`src/rtl/io_periph.sv`:
```
// Memory-mapped IO responder for the MMU IO bus: FIFO-buffered 8N1 UART transmitter,
// a 32-bit GPIO output register and a two-flop-synchronised GPIO input.
module io_periph #(
    parameter int          FIFO_DEPTH  = 4,
    parameter logic [15:0] DEFAULT_DIV = 16'd434,
    parameter int          GPIO_IN_W   = 8
) (
    input  logic                 clk,
    input  logic                 resetb,
    input  logic [7:0]           io_addr,
    input  logic                 io_en,
    input  logic                 io_we,
    input  logic [31:0]          io_data_write,
    output logic [31:0]          io_data_read,
    output logic                 uart_tx,
    output logic [31:0]          gpio_out,
    input  logic [GPIO_IN_W-1:0] gpio_in,
    output logic                 tx_idle
);

    localparam int          AW      = (FIFO_DEPTH > 1) ? $clog2(FIFO_DEPTH) : 1;
    localparam logic [AW:0] DEPTH_C = (AW+1)'(FIFO_DEPTH);
    localparam logic [AW:0] ONE_C   = (AW+1)'(1);

    localparam logic [5:0] A_TXDATA = 6'd0;
    localparam logic [5:0] A_STATUS = 6'd1;
    localparam logic [5:0] A_BAUD   = 6'd2;
    localparam logic [5:0] A_GPO    = 6'd3;
    localparam logic [5:0] A_GPI    = 6'd4;

    typedef enum logic [1:0] {
        S_IDLE,
        S_START,
        S_DATA,
        S_STOP
    } tx_state_e;

    // Bus decode
    logic [5:0] word;
    logic       wr_en;
    logic       push_req;
    logic       ovf_clr;
    logic       unused_addr_lsbs;

    assign word             = io_addr[7:2];
    assign wr_en            = io_en && io_we;
    assign push_req         = wr_en && (word == A_TXDATA);
    assign ovf_clr          = wr_en && (word == A_STATUS) && io_data_write[3];
    assign unused_addr_lsbs = ^io_addr[1:0];

    // Registers
    logic [15:0]          div_q;
    logic [31:0]          gpio_out_q;
    logic [GPIO_IN_W-1:0] sync1_q;
    logic [GPIO_IN_W-1:0] sync2_q;
    logic                 ovf_q;
    logic                 ovf_d;

    // TX FIFO
    logic [7:0]    fifo_q [FIFO_DEPTH];
    logic [AW-1:0] wr_ptr_q;
    logic [AW-1:0] rd_ptr_q;
    logic [AW:0]   count_q;
    logic [AW:0]   count_d;
    logic          empty;
    logic          full;
    logic          pop;
    logic          push_ok;

    // Transmitter
    tx_state_e   state_q;
    logic [15:0] baud_cnt_q;
    logic [15:0] period_m1;
    logic [2:0]  bit_idx_q;
    logic [7:0]  shift_q;
    logic        tx_q;
    logic        bit_done;
    logic        busy;

    assign empty     = (count_q == '0);
    assign full      = (count_q == DEPTH_C);
    assign busy      = (state_q != S_IDLE);
    assign bit_done  = (baud_cnt_q == 16'd0);
    // A divisor of 0 behaves as 1 cycle per bit.
    assign period_m1 = (div_q == 16'd0) ? 16'd0 : (div_q - 16'd1);
    assign pop       = !empty && ((state_q == S_IDLE) || ((state_q == S_STOP) && bit_done));
    // A push into a full FIFO still fits when the transmitter pops on the same edge.
    assign push_ok   = push_req && (!full || pop);

    always_comb begin
        count_d = count_q;
        case ({push_ok, pop})
            2'b10:   count_d = count_q + ONE_C;
            2'b01:   count_d = count_q - ONE_C;
            default: count_d = count_q;
        endcase
    end

    always_comb begin
        ovf_d = ovf_q;
        if (ovf_clr) begin
            ovf_d = 1'b0;
        end else if (push_req && !push_ok) begin
            ovf_d = 1'b1;
        end
    end

    always_ff @(posedge clk) begin
        if (push_ok) begin
            fifo_q[wr_ptr_q] <= io_data_write[7:0];
        end
    end

    always_ff @(posedge clk or negedge resetb) begin
        if (!resetb) begin
            wr_ptr_q <= '0;
            rd_ptr_q <= '0;
            count_q  <= '0;
            ovf_q    <= 1'b0;
        end else begin
            if (push_ok) begin
                wr_ptr_q <= wr_ptr_q + AW'(1);
            end
            if (pop) begin
                rd_ptr_q <= rd_ptr_q + AW'(1);
            end
            count_q <= count_d;
            ovf_q   <= ovf_d;
        end
    end

    always_ff @(posedge clk or negedge resetb) begin
        if (!resetb) begin
            div_q      <= DEFAULT_DIV;
            gpio_out_q <= 32'd0;
            sync1_q    <= '0;
            sync2_q    <= '0;
        end else begin
            if (wr_en && (word == A_BAUD)) begin
                div_q <= io_data_write[15:0];
            end
            if (wr_en && (word == A_GPO)) begin
                gpio_out_q <= io_data_write;
            end
            sync1_q <= gpio_in;
            sync2_q <= sync1_q;
        end
    end

    // The bit counter reloads from div_q only at bit boundaries, so divisor writes never stretch a bit.
    always_ff @(posedge clk or negedge resetb) begin
        if (!resetb) begin
            state_q    <= S_IDLE;
            baud_cnt_q <= 16'd0;
            bit_idx_q  <= 3'd0;
            shift_q    <= 8'd0;
            tx_q       <= 1'b1;
        end else begin
            case (state_q)
                S_IDLE: begin
                    if (!empty) begin
                        state_q    <= S_START;
                        tx_q       <= 1'b0;
                        shift_q    <= fifo_q[rd_ptr_q];
                        baud_cnt_q <= period_m1;
                    end
                end
                S_START: begin
                    if (bit_done) begin
                        state_q    <= S_DATA;
                        tx_q       <= shift_q[0];
                        shift_q    <= shift_q >> 1;
                        bit_idx_q  <= 3'd0;
                        baud_cnt_q <= period_m1;
                    end else begin
                        baud_cnt_q <= baud_cnt_q - 16'd1;
                    end
                end
                S_DATA: begin
                    if (bit_done) begin
                        baud_cnt_q <= period_m1;
                        if (bit_idx_q == 3'd7) begin
                            state_q <= S_STOP;
                            tx_q    <= 1'b1;
                        end else begin
                            tx_q      <= shift_q[0];
                            shift_q   <= shift_q >> 1;
                            bit_idx_q <= bit_idx_q + 3'd1;
                        end
                    end else begin
                        baud_cnt_q <= baud_cnt_q - 16'd1;
                    end
                end
                S_STOP: begin
                    if (bit_done) begin
                        if (!empty) begin
                            state_q    <= S_START;
                            tx_q       <= 1'b0;
                            shift_q    <= fifo_q[rd_ptr_q];
                            baud_cnt_q <= period_m1;
                        end else begin
                            state_q <= S_IDLE;
                        end
                    end else begin
                        baud_cnt_q <= baud_cnt_q - 16'd1;
                    end
                end
                default: begin
                    state_q <= S_IDLE;
                    tx_q    <= 1'b1;
                end
            endcase
        end
    end

    always_comb begin
        io_data_read = 32'd0;
        if (io_en) begin
            case (word)
                A_STATUS: io_data_read = {28'd0, ovf_q, empty, full, busy};
                A_BAUD:   io_data_read = {16'd0, div_q};
                A_GPO:    io_data_read = gpio_out_q;
                A_GPI:    io_data_read[GPIO_IN_W-1:0] = sync2_q;
                default:  io_data_read = 32'd0;
            endcase
        end
    end

    assign uart_tx  = tx_q;
    assign gpio_out = gpio_out_q;
    assign tx_idle  = !busy && empty;

endmodule
```
`config.mk`:
```
export PLATFORM = sky130hd
export DESIGN_NAME = io_periph
export DESIGN_NICKNAME = d
export VERILOG_FILES = /design/src/rtl/io_periph.sv
export SDC_FILE = /design/constraint.sdc
export NUM_CORES = 1
export LEC_CHECK = 0
export ABC_AREA = 0
export CORE_ASPECT_RATIO = 1.75
export CORE_MARGIN = 3
export CORE_UTILIZATION = 48
export DETAILED_ROUTE_END_ITERATION = 7
export PLACE_DENSITY_LB_ADDON = 0.08
export SLEW_MARGIN = 20
export SYNTH_ARGS = -nofsm -noshare
export SYNTH_HDL_FRONTEND = slang
export SYNTH_SLANG_ARGS = --single-unit
```
`constraint.sdc`:
```
create_clock -name clk -period 2.74 [get_ports clk]
set_clock_uncertainty 0.1 [all_clocks]
set_input_delay 0.411 -clock clk [delete_from_list [all_inputs] [get_ports clk]]
set_output_delay 0.411 -clock clk [all_outputs]
set_load 0.01 [all_outputs]
```
[After elaboration in Yosys (flattened, before gate mapping)]
Memory sizes are Yosys's and may differ from the RTL's.
Index checks and enable logic that the tools add are counted.
Cells by class
  add/sub/neg operators: 7
  equal/unequal tests: 17
  muxes and demuxes: 36
  reductions and logical operators: 31
Operator list (count)
  $mux 16: 4
  $pmux 8 s4: 2
  $pmux 16 s3: 1
  $pmux 24 s2: 1
  $mux 8: 5
  $logic_not 16->1: 2
  $mux 32: 1
  $sub 16x1->16 const B: 2
  $eq 6x2->1 const B: 2
  $ne 2x2->1 const B: 6
  $pmux 3 s2: 2
  $logic_and 1x1->1: 11
  $mux 1: 10
  $mux 2: 5
  $mux 3: 3
  $pmux 2 s4: 1
  $reduce_and 4->1: 2
  $reduce_bool 2->1: 4
  $add 3x1->3 const B: 2
  $eq 2x2->1 const B: 3
  $eq 3x3->1 const B: 2
  $eq 6x1->1 const B: 1
  $eq 6x3->1 const B: 1
  $logic_not 6->1: 1
  11 further kinds: 17
Storage, ports and cells
  flip-flop bits (word level): 102
  bits in writable memories: 32
  input bits: 52
  word-level logic and storage cells: 105
  memories kept: 1
Memories
  fifo_q: words 4, bits a word 8, rd ports 1, clocked after memory_dff 0, wr ports 1, line 60  | logic [7:0] fifo_q [FIFO_DEPTH];

[Longest topological paths before layout]
Gate-level depths: netlist of run 1.
  depth after elaboration: 10
  mapped depth: 12

[Least setup slack after synthesis of run 1]
OpenSTA, ideal clock, no wires.
  path type: reg2reg
  start: register baud_cnt_q[2]
  end: register count_q[2]
  setup time: 132 ps
  data arrival time: 2629 ps
  slack: -121 ps
  stages on the path, launching flop included: 12
  path buffers: 2
  cell sequence: dfrtp_1 buf_2 nor4_4 and4_1 buf_2 a21oi_2 nor2_1 nand2_1 fa_1 or3_1 o221ai_1 nand3_1
On the way
  word-level cells in the longest chain between the ends: 8
Ends and longest elaborated chain
  start, declared: line 72  | logic [15:0] baud_cnt_q;
  start signal, assigned: line 165  | baud_cnt_q <= period_m1;
  start signal, assigned: line 174  | baud_cnt_q <= period_m1;
  start signal, assigned: line 176  | baud_cnt_q <= baud_cnt_q - 16'd1;
  $logic_not 16->1 *: line 83  | assign bit_done = (baud_cnt_q == 16'd0);
  $logic_and 1x1->1 *: line 86  | assign pop = !empty && ((state_q == S_IDLE) || ((state_q == S_STOP) && bit_done));
  $logic_or 1x1->1 *: line 86
  $logic_and 1x1->1 *: line 86
  $logic_or 1x1->1: line 88  | assign push_ok = push_req && (!full || pop);
  $logic_and 1x1->1: line 88
  $eq 2x1->1 or $eq 2x2->1 (tied branches): line 92  | case ({push_ok, pop})
  $pmux 3 s2 or $reduce_bool 2->1 (tied branches)
  end signal, assigned: line 127  | count_q <= count_d;
  end, declared: line 63  | logic [AW:0] count_q;
Mark *: on every way between the ends. The rest lies on a longest branch, timed or not.
A chain may end at the register's enable or synchronous reset.

[Final worst setup path of run 1]
  start: register baud_cnt_q[0]
  end: register count_q[2]
The elaborated chain is that of the path after synthesis.

==> metrics, run 1 <==
syn nets=652; Hold Vio Cnt, Final=0; Clock Latency Late Sink=0.42 ns; register-to-register setup slack=around 0.04 ns; CTS tree=built; via count=~5600; P_int=between 5000 and 6000 uW; worst setup margin=about 0.039 ns; H-tree Lvls=4; critical path class=flop to flop; type of the tightest min-delay check=flop to flop; GRT Util Overall=0.258; DRT iter0 DRCs=~270; RSZ-0062 raised after global routing=yes; DRC Markers=0; Vias/cell=5.92; Boundary Pins=roughly 120; Net Switching=approximately 3000 uW; core area=0.0139 mm^2; Primary FF master, synth=dfrtp_1; clk root buf=clkbuf_16; outcome=completed; Final Max Tran Viols=0; WL per Instance=approximately 20 um; CTS buffer count=17; initial antenna violation count=0; crit end category=flop; DP HPWL=about 15000 um; pin count of the biggest net entering global routing=43; Gate Count Post-Synth=approximately 590; clock tree buffer depth=2; Initial Util=0.491; Worst path slowest cell=or3_4; Die Ht=164 um; sequential share of power=0.324; Port Buffer Count=between 100 and 150; ANT nets after route=0; vias in the first global route=5892; routability cong.=slightly above 0.9; leakage=0.00414 uW; number of synthesized flops with an enable pin=32; ant diodes=0; Net Sw Frac=0.373; post-synthesis cell type count=between 70 and 80; Post-layout nets=approximately 800; Fillers=between 1000 and 1500; first-pass GRT wire length=between 30000 and 40000 um; data arrival time of the worst path=approximately 2.9 ns; fraction of layout cells with a size suffix above 1=0.289; Post-DP Area=between 0.008 and 0.009 mm^2; syn avg cell area=roughly 12 um^2; drt pass-1 iters=5; die area=approximately 0.016 mm^2; register area share after synthesis=0.516; synthesized cell area=0.00682 mm^2; num rows=57; grt ovf=0; PwrDens=between 800 and 900 mW/mm^2; total power=slightly above 8000 uW; Critical Path Fanout Max=4; Die W=just under 100 um; Gate power share=0.397; CP Launch Type=flop; flop and latch count out of synthesis=134; Clock Sinks=134; clock transition at the registers of the reported paths=~0.060 ns; Clk pwr share=0.279; crit-path cells=inv_1, ha_1, nor4b_4, and4_4, a21oi_4, nor2_2, nand2_1, fa_2, or3_4, o221ai_2, nand3_1; max-cap viol count=0; Setup violations, final=0; Period minus WS final=between 2 and 3 ns; dpl ws=-0.525 ns; synth warn=0; fmax=0.370 GHz; crit-path max cell delay=approximately 0.40 ns; Worst EP required=~2.9 ns; Least-Margin Pin Slew=0.603 ns; final WL=a little under 20000 um; P&R area growth vs syn=36.1%; asr flop ratio synth=0.761; Worst VDD drop=about 0.48 mV; fin crit share=0.986; fin area=0.00928 mm^2; slew margin rel.=0.596
cell usage after synthesis (10+ instances only):
cell type,count,area (um^2)
a21oi_1,20,100
edfxtp_1,32,961
ha_1,14,175
a22oi_1,15,113
mux2_2,55,619
and2_1,10,62.6
clkbuf_1,23,86.3
nand2_1,44,165
and3_1,20,125
nor3_1,10,50.1
o21ai_0,12,60.1
dfrtp_1,96,2400
nor2_1,29,109
xor2_1,10,87.6
inv_1,18,67.6
buf_2,11,55.1
worst max-delay path: cells and delay by family (launching register included):
kind / cells / cell delay (ns)
and+or+nand+nor: 6 / 1.23
adders and majority gates: 2 / 0.54
DFF: 1 / 0.39
AOI/OAI and AO/OA: 2 / 0.23
buffers and inverters: 1 / 0.09
path summary, 6_finish.rpt:
path,from,end,depth (start not counted)
max,baud_cnt_q[0],count_q[2],11
min,sync1_q[6],sync2_q[6],0
max reg2reg,baud_cnt_q[0],count_q[2],11
min reg2reg,sync1_q[6],sync2_q[6],0
max in group asynchronous,resetb,sync2_q[1],3
min in group asynchronous,resetb,bit_idx_q[0],2
timing repair:
action / 4_1_cts / 5_1_grt
setup buffers: 2 / 2
gates resized for setup: 87 / 10
setup endpoints to repair: 34 / 22
pin swaps: 8 / 5
cloned: 0 / 0
hold buffers: 1 / 0
hold endpoints to repair: 36 / 0
cell families (layout without fill, tap and decap cells):
kind of cell / after synthesis / after routing / synth area share
AND/OR/NAND/NOR: 169 / 169 / 0.139
flip-flops: 134 / 134 / 0.516
AO/OA/AOI/OAI: 126 / 126 / 0.135
multiplexers: 68 / 68 / 0.125
buffers and inverters: 54 / 238 / 0.0328
XOR/XNOR: 19 / 19 / 0.0244
adder cells (fa/ha/maj): 15 / 15 / 0.0286
sequential cells by signal, summed over array words and instances, names as in the netlist, 3 cells and up:
register and count:
sync1_q 8, fifo_q 32, shift_q 8, baud_cnt_q 16, sync2_q 8, count_q 3
bit_idx_q 3, gpio_out 32, div_q 16
layout by cell type (no fill, tap or decap), drive strengths merged, types with 6 or more instances in the layout:
cell,count
a22oi,15
nand2,44
mux4,8
o21ai,13
clkbuf,18
or4,11
dfrtp,96
xnor2,9
a222oi,8
and3,20
buf,85
ha,14
nand3,7
o22ai,9
nor3,10
a22o,10
a31oi,8
o31ai,7
clkdlybuf4s50,78
xor2,10
or3,9
dfstp,6
edfxtp,32
dlygate4sd2,16
nor2,29
mux2,55
nor4,11
a21oi,21
inv,27
and2,10
metrics by stage:
step	util	hold slack, ns	instances	TNS, ns
final	0.668	0.251	946	0
after detailed placement	0.622	0.236	909	-14.10
after floorplan	-	0.0154	585	0
after CTS	0.664	0.253	944	-0.0172
after global placement	0.622	0.234	909	-12.42
after global routing	0.668	0.255	946	-0.0940
cell type report:
class,count,area (um^2),share of cell area
Clock buffer,18,450,0.0485
Clock inverter,14,149,0.0160
Inverter,18,67.6,0.00728
Multi-Input combinational cell,397,3160,0.341
Sequential cell,134,3520,0.379
Tap cell,177,221,0.0239
Timing Repair Buffer,188,1710,0.185
per-layer routing:
metal  wire length (um)  part of all wire  global-route usage
met5                  0                 0                   0
met2              10600              0.55               0.462
met3                920             0.048              0.0495
met4                801             0.041               0.122
met1               7020              0.36               0.286
power groups by stage:
stage               registers, uW  clock network (uW)  logic (uW)
floorplan                    2570                   0        2070
global placement             2640                   0        3050
detailed placement           2660                   0        3120
CTS                          2630                2290        3160
global route                 2670                2390        3470
finish                       2630                2260        3220
(Power assumes the default switching activity.)
==> run 2, diff against run 1 <==
==> constraint.sdc (replaced) <==
create_clock -name clk -period 2.74 [get_ports clk]
set_clock_uncertainty 0.1 [all_clocks]
set_input_delay 0.411 -clock clk [delete_from_list [all_inputs] [get_ports clk]]
set_output_delay 0.411 -clock clk [all_outputs]
set_load 0.005 [all_outputs]
==> metrics, run 2 (synthesized netlist as in run 1, its figures left out) <==
outcome=completed (unchanged); WL per Instance=20.9 um (was 20.4 um); DP HPWL=14900 um (was 14600 um); Final Max Tran Viols=0 (unchanged); max-cap viol count=0 (unchanged); Boundary Pins=118 (unchanged); P&R area growth vs syn=36.6% (was 36.1%); GRT Util Overall=0.263 (was 0.258); crit-path max cell delay=0.40 ns (about the same); ant diodes=0 (unchanged); core area=0.0139 mm^2 (unchanged); Worst EP required=2.93 ns (was 2.92 ns); Net Switching=3010 uW (was 3020 uW); leading cell type in the layout, fill and taps excluded=dfrtp_1 (unchanged); most frequent cells in the layout=96 x dfrtp_1, 91 x clkdlybuf4s50_1, 68 x buf_4 (was 96 x dfrtp_1, 78 x clkdlybuf4s50_1, 65 x buf_4); Finished Core Util=0.670 (was 0.668); ANT nets after route=0 (unchanged); Post-layout nets=825 (was 823); grt ovf=0 (unchanged); initial antenna violation count=0 (unchanged); fin crit share=0.987 (was 0.986); sequential share of power=0.323 (was 0.324); CP Launch Type=flop (unchanged); Least-Margin Pin Slew=0.605 ns (was 0.603 ns); num rows=57 (unchanged); Hold Vio Cnt, Final=0 (unchanged); Clk pwr share=0.281 (was 0.279); Die W=96.1 um (unchanged); Port Buffer Count=115 (unchanged); H-tree Lvls=4 (unchanged); drt pass-1 iters=6 (was 5); pin count of the biggest net entering global routing=46 (was 43); first-pass GRT wire length=31200 um (was 30700 um); type of the tightest min-delay check=flop to flop (unchanged); P_int=5110 uW (was 5080 uW); data arrival time of the worst path=2.89 ns (was 2.88 ns); Clock Sinks=134 (unchanged); clk root buf=clkbuf_16 (unchanged); Net Sw Frac=0.371 (was 0.373); Vias/cell=5.92 (about the same); slew margin rel.=0.595 (was 0.596); Initial Util=0.491 (unchanged); DRC Markers=0 (unchanged); Worst path slowest cell=or3_1 (was or3_4); crit-path cells=inv_1, ha_1, nor4b_4, and4_4, a21oi_4, nor2_2, nand2_1, fa_2, or3_1, o221ai_2, nand3_1 (was inv_1, ha_1, nor4b_4, and4_4, a21oi_4, nor2_2, nand2_1, fa_2, or3_4, o221ai_2, nand3_1); Clock Latency Late Sink=0.41 ns (was 0.42 ns); final WL=19800 um (was 19300 um); Critical Path Fanout Max=4 (unchanged); die area=0.0157 mm^2 (unchanged); Gate power share=0.397 (about the same); Setup violations, final=0 (unchanged); PwrDens=871 mW/mm^2 (was 873 mW/mm^2); CTS tree=built (unchanged); clock transition at the registers of the reported paths=0.07 ns (was 0.06 ns); RSZ-0062 raised after global routing=yes (unchanged); fmax=0.370 GHz (about the same); routability cong.=0.867 (was 0.911); vias in the first global route=5984 (was 5892); crit path buf inv count=1 (unchanged); DRT iter0 DRCs=329 (was 267); crit end category=flop (unchanged); fraction of layout cells with a size suffix above 1=0.274 (was 0.289); total power=8120 uW (was 8100 uW); Worst VDD drop=0.449 mV (was 0.481 mV); Period minus WS final=2.70 ns (about the same); CTS buffer count=17 (unchanged); total negative slack=0 ns (unchanged); via count=5609 (was 5602); Die Ht=164 um (unchanged); critical path class=flop to flop (unchanged); clock tree buffer depth=2 (unchanged); crit-path leading delay family=simple AND/OR/NAND/NOR gates (unchanged); leakage=0.00410 uW (was 0.00414 uW)
[run 2: routing by layer]
layer  global-route usage  share of wire  routed length, um  up-vias
li1                     -              -                  -     2562
met1                0.293           0.35               7010     2781
met2                0.472           0.56              11200      218
met3               0.0522          0.048                944       48
met4                0.119          0.035                698        0
met5                    0              0                  0        -
[run 2: area by class of cell]
type	instances	area, um^2
well taps	177	221
inverters	18	67.6
clock inverters	15	160
repair buffers	190	1770
fillers	1094	4590
multi-input cells	397	3150
flip-flops and latches	134	3520
clock buffers	17	425
[run 2: timing repair]
| action | in CTS | in global routing |
|---|---|---|
| hold buffers | 1 | 0 |
| pin swaps | 6 | 8 |
| resized for setup | 40 | 8 |
| setup buffers | 3 | 1 |
| endpoints found under the hold margin | 34 | 0 |
| endpoints found under the setup margin | 33 | 11 |
[run 2: path summary, 6_finish.rpt]
| path | cells past startpoint | end | start | slack (ns) |
|---|---|---|---|---|
| min in group asynchronous | 2 | bit_idx_q[1] | resetb | 0.40 |
| min reg2reg | 0 | sync2_q[3] | sync1_q[3] | 0.25 |
| max in group asynchronous | 3 | uart_tx | resetb | 1.36 |
| min | 0 | sync2_q[3] | sync1_q[3] | 0.25 |
| max | 11 | count_q[2] | baud_cnt_q[1] | 0.04 |
| max reg2reg | 11 | count_q[2] | baud_cnt_q[1] | 0.04 |
[run 2: per-stage QoR]
| step | std cells | setup slack (ns) | hold WS [ns] | instance area, um^2 |
|---|---|---|---|---|
| final | 948 | 0.0366 | 0.255 | 9320 |
| after global routing | 948 | -0.0651 | 0.261 | 9320 |
| after CTS | 949 | 0.000571 | 0.258 | 9330 |
| after detailed placement | 913 | -0.533 | 0.239 | 8690 |
| after global placement | 913 | -0.488 | 0.232 | 8690 |
| after floorplan | 585 | 0.0175 | 0.0154 | 6850 |
[run 2: power by group through the flow]
| stage | Sequential (uW) | Clock, uW | Combinational (uW) |
|---|---|---|---|
| 2_1_floorplan | 2550 | 0 | 2060 |
| 3_3_place_gp | 2630 | 0 | 3060 |
| 3_5_place_dp | 2650 | 0 | 3150 |
| 4_1_cts | 2620 | 2310 | 3190 |
| 5_1_grt | 2670 | 2410 | 3500 |
| 6_report | 2620 | 2280 | 3220 |
[run 2: worst reg2reg max path, cell delays in order, from the launching register on]
cell,delay (ns)
dfrtp_1,0.38
inv_1,0.08
ha_1,0.17
nor4b_4,0.23
and4_4,0.30
a21oi_4,0.07
nor2_2,0.14
nand2_1,0.09
fa_2,0.38
or3_1,0.40
o221ai_2,0.17
nand3_1,0.08
==> run 3, diff against run 2 <==
--- a/config.mk
+++ b/config.mk
@@ -9,6 +9,8 @@
 export CORE_ASPECT_RATIO = 1.75
 export CORE_MARGIN = 3
 export CORE_UTILIZATION = 48
+export CTS_CLUSTER_DIAMETER = 100
+export CTS_CLUSTER_SIZE = 14
 export DETAILED_ROUTE_END_ITERATION = 7
 export PLACE_DENSITY_LB_ADDON = 0.08
 export SLEW_MARGIN = 20
==> results of run 3 <==
Same layout as run 2: the final DEF is identical, and so are final timing and power.
